**src/rtl/hls_deadlock_monitor_gen.sv**
```systemverilog
// Parametrised dataflow-region deadlock monitor with child gating, a debounce and stall capture.
// Optional feature: define HLS_DEADLOCK_MON_STICKY_EN to latch BLOCKED until clear/reset.
module hls_deadlock_monitor_gen #(
    parameter int unsigned         NUM_PROC        = 4,
    parameter logic [NUM_PROC-1:0] CHILD_GATE_MASK = '0,
    parameter int unsigned         DEBOUNCE        = 1,
    parameter int unsigned         STALL_W         = 16
) (
    input  logic                clock,
    input  logic                reset,
    input  logic [NUM_PROC-1:0] proc_idle,
    input  logic [NUM_PROC-1:0] proc_chan_block,
    input  logic [NUM_PROC-1:0] proc_axis_block,
    input  logic [NUM_PROC-1:0] child_block,
    input  logic                clear,
    output logic                block,
    output logic [NUM_PROC-1:0] block_vec,
    output logic [STALL_W-1:0]  stall_cycles
);

    localparam int unsigned         CNT_W    = (DEBOUNCE < 2) ? 1 : $clog2(DEBOUNCE + 1);
    localparam logic [CNT_W-1:0]    CNT_LAST = CNT_W'(DEBOUNCE - 1);

    typedef enum logic [1:0] {
        RUN     = 2'd0,
        SUSPECT = 2'd1,
        BLOCKED = 2'd2
    } state_t;

    function automatic logic [STALL_W-1:0] sat_inc(input logic [STALL_W-1:0] v);
        return (&v) ? v : v + STALL_W'(1);
    endfunction

    state_t               state_q, state_d;
    logic [CNT_W-1:0]     cnt_q, cnt_d;
    logic [NUM_PROC-1:0]  vec_q, vec_d;
    logic [STALL_W-1:0]   stall_q, stall_d;

    logic [NUM_PROC-1:0]  axis_eff;
    logic [NUM_PROC-1:0]  stop;
    logic                 cond;

    // A gated process's AXIS block only counts while its nested child region is itself deadlocked.
    assign axis_eff = proc_axis_block & (~CHILD_GATE_MASK | child_block);
    assign stop     = proc_idle | proc_chan_block | axis_eff;
    assign cond     = (|axis_eff) & (&stop);

    always_comb begin
        state_d = state_q;
        cnt_d   = cnt_q;
        vec_d   = vec_q;
        stall_d = stall_q;
        if (clear) begin
            state_d = RUN;
            cnt_d   = '0;
            vec_d   = '0;
            stall_d = '0;
        end else begin
            case (state_q)
                RUN: begin
                    if (cond) begin
                        if (DEBOUNCE == 1) begin
                            state_d = BLOCKED;
                        end else begin
                            state_d = SUSPECT;
                            cnt_d   = CNT_W'(1);
                        end
                    end
                end
                SUSPECT: begin
                    if (!cond) begin
                        state_d = RUN;
                        cnt_d   = '0;
                    end else if (cnt_q == CNT_LAST) begin
                        state_d = BLOCKED;
                        cnt_d   = '0;
                    end else begin
                        cnt_d   = cnt_q + CNT_W'(1);
                    end
                end
                BLOCKED: begin
`ifdef HLS_DEADLOCK_MON_STICKY_EN
                    state_d = BLOCKED;
`else
                    if (!cond) begin
                        state_d = RUN;
                    end
`endif
                end
                default: begin
                    state_d = RUN;
                    cnt_d   = '0;
                end
            endcase

            // Snapshot on entry; stall count only advances while staying in BLOCKED.
            if (state_d == BLOCKED && state_q != BLOCKED) begin
                vec_d   = proc_chan_block | axis_eff;
                stall_d = STALL_W'(1);
            end else if (state_d == BLOCKED && state_q == BLOCKED) begin
                stall_d = sat_inc(stall_q);
            end
        end
    end

    always_ff @(posedge clock) begin
        if (reset) begin
            state_q <= RUN;
            cnt_q   <= '0;
            vec_q   <= '0;
            stall_q <= '0;
        end else begin
            state_q <= state_d;
            cnt_q   <= cnt_d;
            vec_q   <= vec_d;
            stall_q <= stall_d;
        end
    end

    assign block        = (state_q == BLOCKED);
    assign block_vec    = vec_q;
    assign stall_cycles = stall_q;

endmodule

```
**config.mk**
```make
export PLATFORM = sky130hd
export DESIGN_NAME = hls_deadlock_monitor_gen
export DESIGN_NICKNAME = d
export VERILOG_FILES = /design/src/rtl/hls_deadlock_monitor_gen.sv
export SDC_FILE = /design/constraint.sdc
export NUM_CORES = 1
export LEC_CHECK = 0
export ABC_AREA = 1
export BUFFER_PORTS_ARGS = -buffer_cell sky130_fd_sc_hd__buf_2
export CORE_ASPECT_RATIO = 0.7
export CORE_UTILIZATION = 46
export CTS_BUF_LIST = sky130_fd_sc_hd__clkbuf_16
export DETAILED_ROUTE_END_ITERATION = 16
export HOLD_SLACK_MARGIN = 0.12
export PLACE_DENSITY = 0.81
export SLEW_MARGIN = 20
export SYNTH_ARGS = -nofsm -noshare
export SYNTH_HDL_FRONTEND = slang
export SYNTH_SLANG_ARGS = --single-unit
```
**constraint.sdc**
```tcl
create_clock -name clock -period 1.6 [get_ports clock]
set_clock_uncertainty 0.2 [all_clocks]
set_input_delay 0.16 -clock clock [delete_from_list [all_inputs] [get_ports clock]]
set_output_delay 0.16 -clock clock [all_outputs]
set_load 0.02 [all_outputs]
```
==> flow_metrics.tcl, run 1 <==
set metrics [dict create \
    register_area_sq_um 464 \
    nFillCells 169 \
    crit_slowest_cell "dfxtp_1" \
    drive_gt1_frac 0.455 \
    layout.cells.non_filler 324 \
    cp_common_cell "buf_4" \
    synth_top_family_by_area "simple AND/OR/NAND/NOR gates" \
    grt_util_met2 0.453 \
    synth_seq_area_share 0.319 \
    irDropWorstVdd_v 0.000439 \
    crit_family "simple AND/OR/NAND/NOR gates" \
    synth_top_area_frac 0.319 \
    arrival_ps 1700 \
    setup_tns_ps -205 \
    critPathBufInv 2 \
    cellLeakagePower_nw 0.981 \
    drt_wl_total_um 5390 \
    nets 309 \
    synth_compound_area_frac 0.0997 \
    synthSimpleGateAreaFrac 0.460 \
    drc 0 \
    mappedNetlistNets 225 \
    grt-ovfl-total 0 \
    dieHeight_um 47.8 \
    start_util 0.489 \
    yosys.area.top_type "dfxtp_1" \
    antenna_cells 0 \
    ys_ff_latch 22 \
    use_met3 0.0667 \
    die_area_sq_mm 0.00323 \
    root_buffer "clkbuf_16" \
    dp_hpwl_um 2820 \
    routedWlPerCell_um 16.6 \
    post-route-min-period_ps 1710 \
    dr.pass1.iters 6 \
    clk-insertion-delay-late_ps 260 \
    numClockSinks 22 \
    area_delta_synth_final_pct 59.4 \
    antenna_left 0 \
    first_global_vias 1436 \
    ioPinCount 40 \
    drv_cap 0 \
    multi_input_area_sq_um 970 \
    synth_mux_area_frac 0 \
    portBuffers 35 \
    setup_viol 6 \
    core-area_sq_mm 0.00282 \
    num_vias 1855 \
    cts_tree "done" \
    grt_setup_unrepaired "true" \
    busiest_layer "met2" \
    synthCells 205 \
    post-route-period-util 1.07 \
    final_cell_mix "nand2_1, buf_2, buf_4" \
    via_per_inst 5.73 \
    drt_iter0_markers 228 \
    dp_slack_ps -384 \
    worstSetupStartpointType "flop" \
    hp-class "in -> reg" \
    layout_commonest_cell "nand2_1" \
    grt_pass1_wl_um 6680 \
    ys_types 25 \
    max_freq_mhz 583 \
    status "complete, but fails checks" \
    gp_congestion 0.888 \
    track_usage 0.289 \
    grt_util_met1 0.393 \
    h-tree-depth 1 \
    synth_fa_ha_area_frac 0.00907 \
    synth_xor_area_frac 0.0444 \
    cpPeakStageDelay_ps 360 \
    power_density_mw_per_mm2 611 \
    yosysWarnings 0 \
    path_clk_slew_ps 60 \
    die_w_um 67.5 \
    layout_setup_ws_ps -114 \
    clockBufferDepth 2 \
    rows 16 \
    syn_area_sq_mm 0.00138 \
    required_ps 1590 \
    critPathMaxFanout 5 \
    crit_chain "buf_4 -> nand2_2 -> nor2_4 -> buf_4 -> nand3_1 -> xnor2_1 -> nand2_1 -> a21oi_1" \
    path_class "reg -> reg" \
    numCtsBuffers 3 \
    slew_viol_final 0 \
    dpl.cell_count 303 \
    violations "negative setup slack" \
    grt_max_degree 16 \
    ys_top_cells_by_area "dfxtp_1, nand2_1, nor2_1" \
    end_kind "flop" \
    grt_antenna_before_repair 0 \
    hold_viol 0 \
    syn_avg_cell_area_sq_um 6.73 \
]
-- cells in the mapped netlist --
cell,count
a21oi_1,5
a21oi_2,10
and2_1,2
buf_4,1
buf_6,1
buf_8,1
conb_1,1
dfxtp_1,22
ha_1,1
inv_1,13
inv_2,2
nand2_1,73
nand2_2,3
nand3_1,10
nand3_4,1
nand3b_1,7
nand4_1,4
nand4_4,1
nor2_1,26
nor2_2,1
nor2_4,3
nor3_1,5
o21ai_0,5
xnor2_1,6
xor2_1,1
-- cell families after synthesis --
kind of cell | after synthesis
buffers and inverters | 18
adders and majority gates | 1
xor gates and xnor gates | 7
AOI/OAI and AO/OA | 20
DFF | 22
other | 1
and+or+nand+nor | 136
-- routing by layer --
layer / part of all wire / routed length, um
met2: 0.44 / 2360
met4: 0.053 / 286
met3: 0.11 / 586
met5: 0 / 0
met1: 0.40 / 2170
-- what timing repair did --
| item | 4_1_cts | 5_1_grt |
|---|---|---|
| setup endpoints to repair | 17 | 19 |
| hold buffers | 10 | 0 |
| endpoints found under the hold margin | 5 | 0 |
| gates cloned | 0 | 1 |
| gates resized for setup | 4 | 26 |
| pin swaps | 1 | 7 |
| setup buffers | 1 | 5 |
-- flip-flops by register name, indices dropped and copies added (netlist names) --
name,flops
block_vec,4
stall_cycles,16
state_q,2
-- final cells by class --
class,count,share of cell area
Multi-Input combinational cell,166,0.441
Timing Repair Buffer,81,0.266
Sequential cell,22,0.211
Clock buffer,3,0.0341
Inverter,15,0.0256
Tap cell,36,0.0205
Clock inverter,1,0.00171
-- path summary, 6_finish.rpt --
path	startpoint	endpoint	slack (ps)	depth (start not counted)
worst min register to register	block_vec[1]	block_vec[1]	320	2
worst min-delay path	proc_axis_block[0]	state_q[1]	310	7
worst max-delay path	stall_cycles[3]	stall_cycles[11]	-110	8
worst max register to register	stall_cycles[3]	stall_cycles[11]	-110	8
-- power breakdown --
group | leakage (nW) | internal (mW) | switching, mW | total, mW
clock network | 0.0385 | 0.334 | 0.216 | 0.551
logic | 0.756 | 0.0984 | 0.130 | 0.228
registers | 0.186 | 0.558 | 0.00712 | 0.565
total | 0.981 | 0.991 | 0.353 | 1.34
-- worst reg2reg max path, cell delays in order (launching register included) --
cell,delay [ps]
dfxtp_1,360
buf_4,160
nand2_2,100
nor2_4,140
buf_4,130
nand3_1,140
xnor2_1,220
nand2_1,80
a21oi_1,130
-- through the flow --
stage | power [mW] | hold slack (ps) | util | instance area, sq um
after global placement | 0.730 | 143 | 0.653 | 1840
after global routing | 1.37 | 330 | 0.779 | 2200
after CTS | 1.29 | 194 | 0.724 | 2040
after floorplan | 0.669 | 36.8 | - | 1420
final | 1.34 | 306 | 0.779 | 2200
after detailed placement | 0.732 | 144 | 0.653 | 1840
Power figures use the tool's default switching activity.
==> run 2: changes to the inputs <==
--- a/config.mk
+++ b/config.mk
@@ -8,11 +8,12 @@
 export ABC_AREA = 1
 export BUFFER_PORTS_ARGS = -buffer_cell sky130_fd_sc_hd__buf_2
 export CORE_ASPECT_RATIO = 0.7
-export CORE_UTILIZATION = 46
+export CORE_UTILIZATION = 55
 export CTS_BUF_LIST = sky130_fd_sc_hd__clkbuf_16
 export DETAILED_ROUTE_END_ITERATION = 16
 export HOLD_SLACK_MARGIN = 0.12
-export PLACE_DENSITY = 0.81
+export PLACE_DENSITY = 0.9
+export SETUP_SLACK_MARGIN = 0.02
 export SLEW_MARGIN = 20
 export SYNTH_ARGS = -nofsm -noshare
 export SYNTH_HDL_FRONTEND = slang
==> constraint.sdc (replaced) <==
create_clock -name clock -period 2.15 [get_ports clock]
set_clock_uncertainty 0.2 [all_clocks]
set_input_delay 0.215 -clock clock [delete_from_list [all_inputs] [get_ports clock]]
set_output_delay 0.215 -clock clock [all_outputs]
set_load 0.02 [all_outputs]
==> flow_metrics.tcl, run 2 (synthesized netlist as in run 1, its figures left out) <==
set metrics [dict create \
    status "complete, no violations" \
    grt_antenna_before_repair 0 \
    routedWlPerCell_um 14.6 \
    track_usage 0.335 \
    numCtsBuffers 3 \
    antenna_left 0 \
    grt-ovfl-total 0 \
    portBuffers 35 \
    path_class "reg -> reg" \
    grt_setup_unrepaired "false" \
    slew_viol_final 0 \
    clkPwrFrac 0.481 \
    dp_hpwl_um 2480 \
    cpPeakStageDelay_ps 610 \
    nFillCells 135 \
    clk-insertion-delay-late_ps 260 \
    irDropWorstVdd_v 0.000577 \
    post-route-util 0.807 \
    dpl.cell_count 271 \
    area_delta_synth_final_pct 32.2 \
    cts_tree "done" \
    crit_slowest_cell "dlygate4sd3_1" \
    layout_setup_ws_ps 88.1 \
    die_area_sq_mm 0.00272 \
    layout_commonest_cell "nand2_1" \
    whs_ps 309 \
    worstMarginPinSlew_ps 527 \
    largest_register_ffs 16 \
    placed_area_sq_mm 0.00158 \
    arrival_ps 2020 \
    numClockSinks 22 \
    required_ps 2100 \
    core-area_sq_mm 0.00226 \
    root_buffer "clkbuf_16" \
    end_kind "flop" \
    start_util 0.611 \
    die_w_um 61.9 \
    critPathMaxFanout 6 \
    grt_pass1_wl_um 6590 \
    drv_cap 0 \
    design_area_sq_mm 0.00182 \
    clockBufferDepth 2 \
    drive_gt1_frac 0.266 \
    drt_iter0_markers 139 \
    nets 277 \
    layout.cells.non_filler 288 \
    setup_tns_ps 0 \
    cellLeakagePower_nw 0.818 \
    worstSetupStartpointType "flop" \
    via_per_inst 5.55 \
    post-route-min-period_ps 2060 \
    power_density_mw_per_mm2 591 \
    dp_slack_ps 81.6 \
    power.internal_uw 841 \
    max_freq_mhz 485 \
    p_sw_frac 0.220 \
    switchingPower_uw 238 \
    final_cell_mix "nand2_1, buf_2, nor2_1" \
    rows 14 \
    h-tree-depth 1 \
    gp_congestion 0.873 \
    num_vias 1597 \
    hold_viol 0 \
    crit_chain "nand2_1 -> nand3_1 -> nor2_4 -> nand2_2 -> nor3_2 -> dlygate4sd3_1 -> nor2_1" \
    dieHeight_um 43.9 \
    total_power_mw 1.08 \
    drc 0 \
    hp-class "reg -> reg" \
    ioPinCount 40 \
    max_slew_margin 0.648 \
    drt_wl_total_um 4190 \
    path_clk_slew_ps 60 \
    pwr-share-comb 0.128 \
    power_frac_seq 0.391 \
    setup_viol 0 \
    first_global_vias 1453 \
    antenna_cells 0 \
    dr.pass1.iters 5 \
    post-route-period-util 0.959 \
    grt_max_degree 16 \
]
[run 2: final cells by class]
class | instances | area, sq um | area share
sequential | 22 | 440 | 0.241
timing repair buffer | 50 | 315 | 0.173
inverter | 15 | 56.3 | 0.0309
clock inverter | 1 | 30.0 | 0.0165
multi-input combinational | 165 | 867 | 0.475
tap | 32 | 40.0 | 0.0219
clock buffer | 3 | 75.1 | 0.0412
[run 2: power by group through the flow]
stage / clock network, mW / registers, mW / logic [mW]
after floorplan: 0 / 0.439 / 0.0590
after global placement: 0 / 0.429 / 0.100
after detailed placement: 0 / 0.430 / 0.104
after CTS: 0.523 / 0.421 / 0.120
after global routing: 0.539 / 0.422 / 0.148
final: 0.519 / 0.421 / 0.139
[run 2: path summary, 6_finish.rpt]
check / start / to / slack [ps] / cells after the start
min: block_vec[1] / block_vec[1] / 310 / 2
max reg2reg: state_q[0] / block_vec[1] / 90 / 7
max: state_q[0] / block_vec[1] / 90 / 7
min reg2reg: block_vec[1] / block_vec[1] / 310 / 2
[run 2: repair_timing]
item	in CTS	in global routing
hold buffers	11	0
setup endpoints to repair	0	16
gates resized for setup	0	4
endpoints found under the hold margin	6	0
setup buffers	0	2
[run 2: layer usage]
| metal | up-vias | wire (um) | track usage |
|---|---|---|---|
| met2 | 113 | 1850 | 0.523 |
| met1 | 703 | 1710 | 0.426 |
| met4 | 0 | 165 | 0.138 |
| met3 | 24 | 466 | 0.104 |
| met5 | - | 0 | 0 |
| li1 | 757 | - | - |
[run 2: worst max-delay path, delay by kind of cell (launching register included)]
family                 cells  cell delay [ps]
buffers and inverters      1              610
flip-flops                 1              330
AND/OR/NAND/NOR            6              810
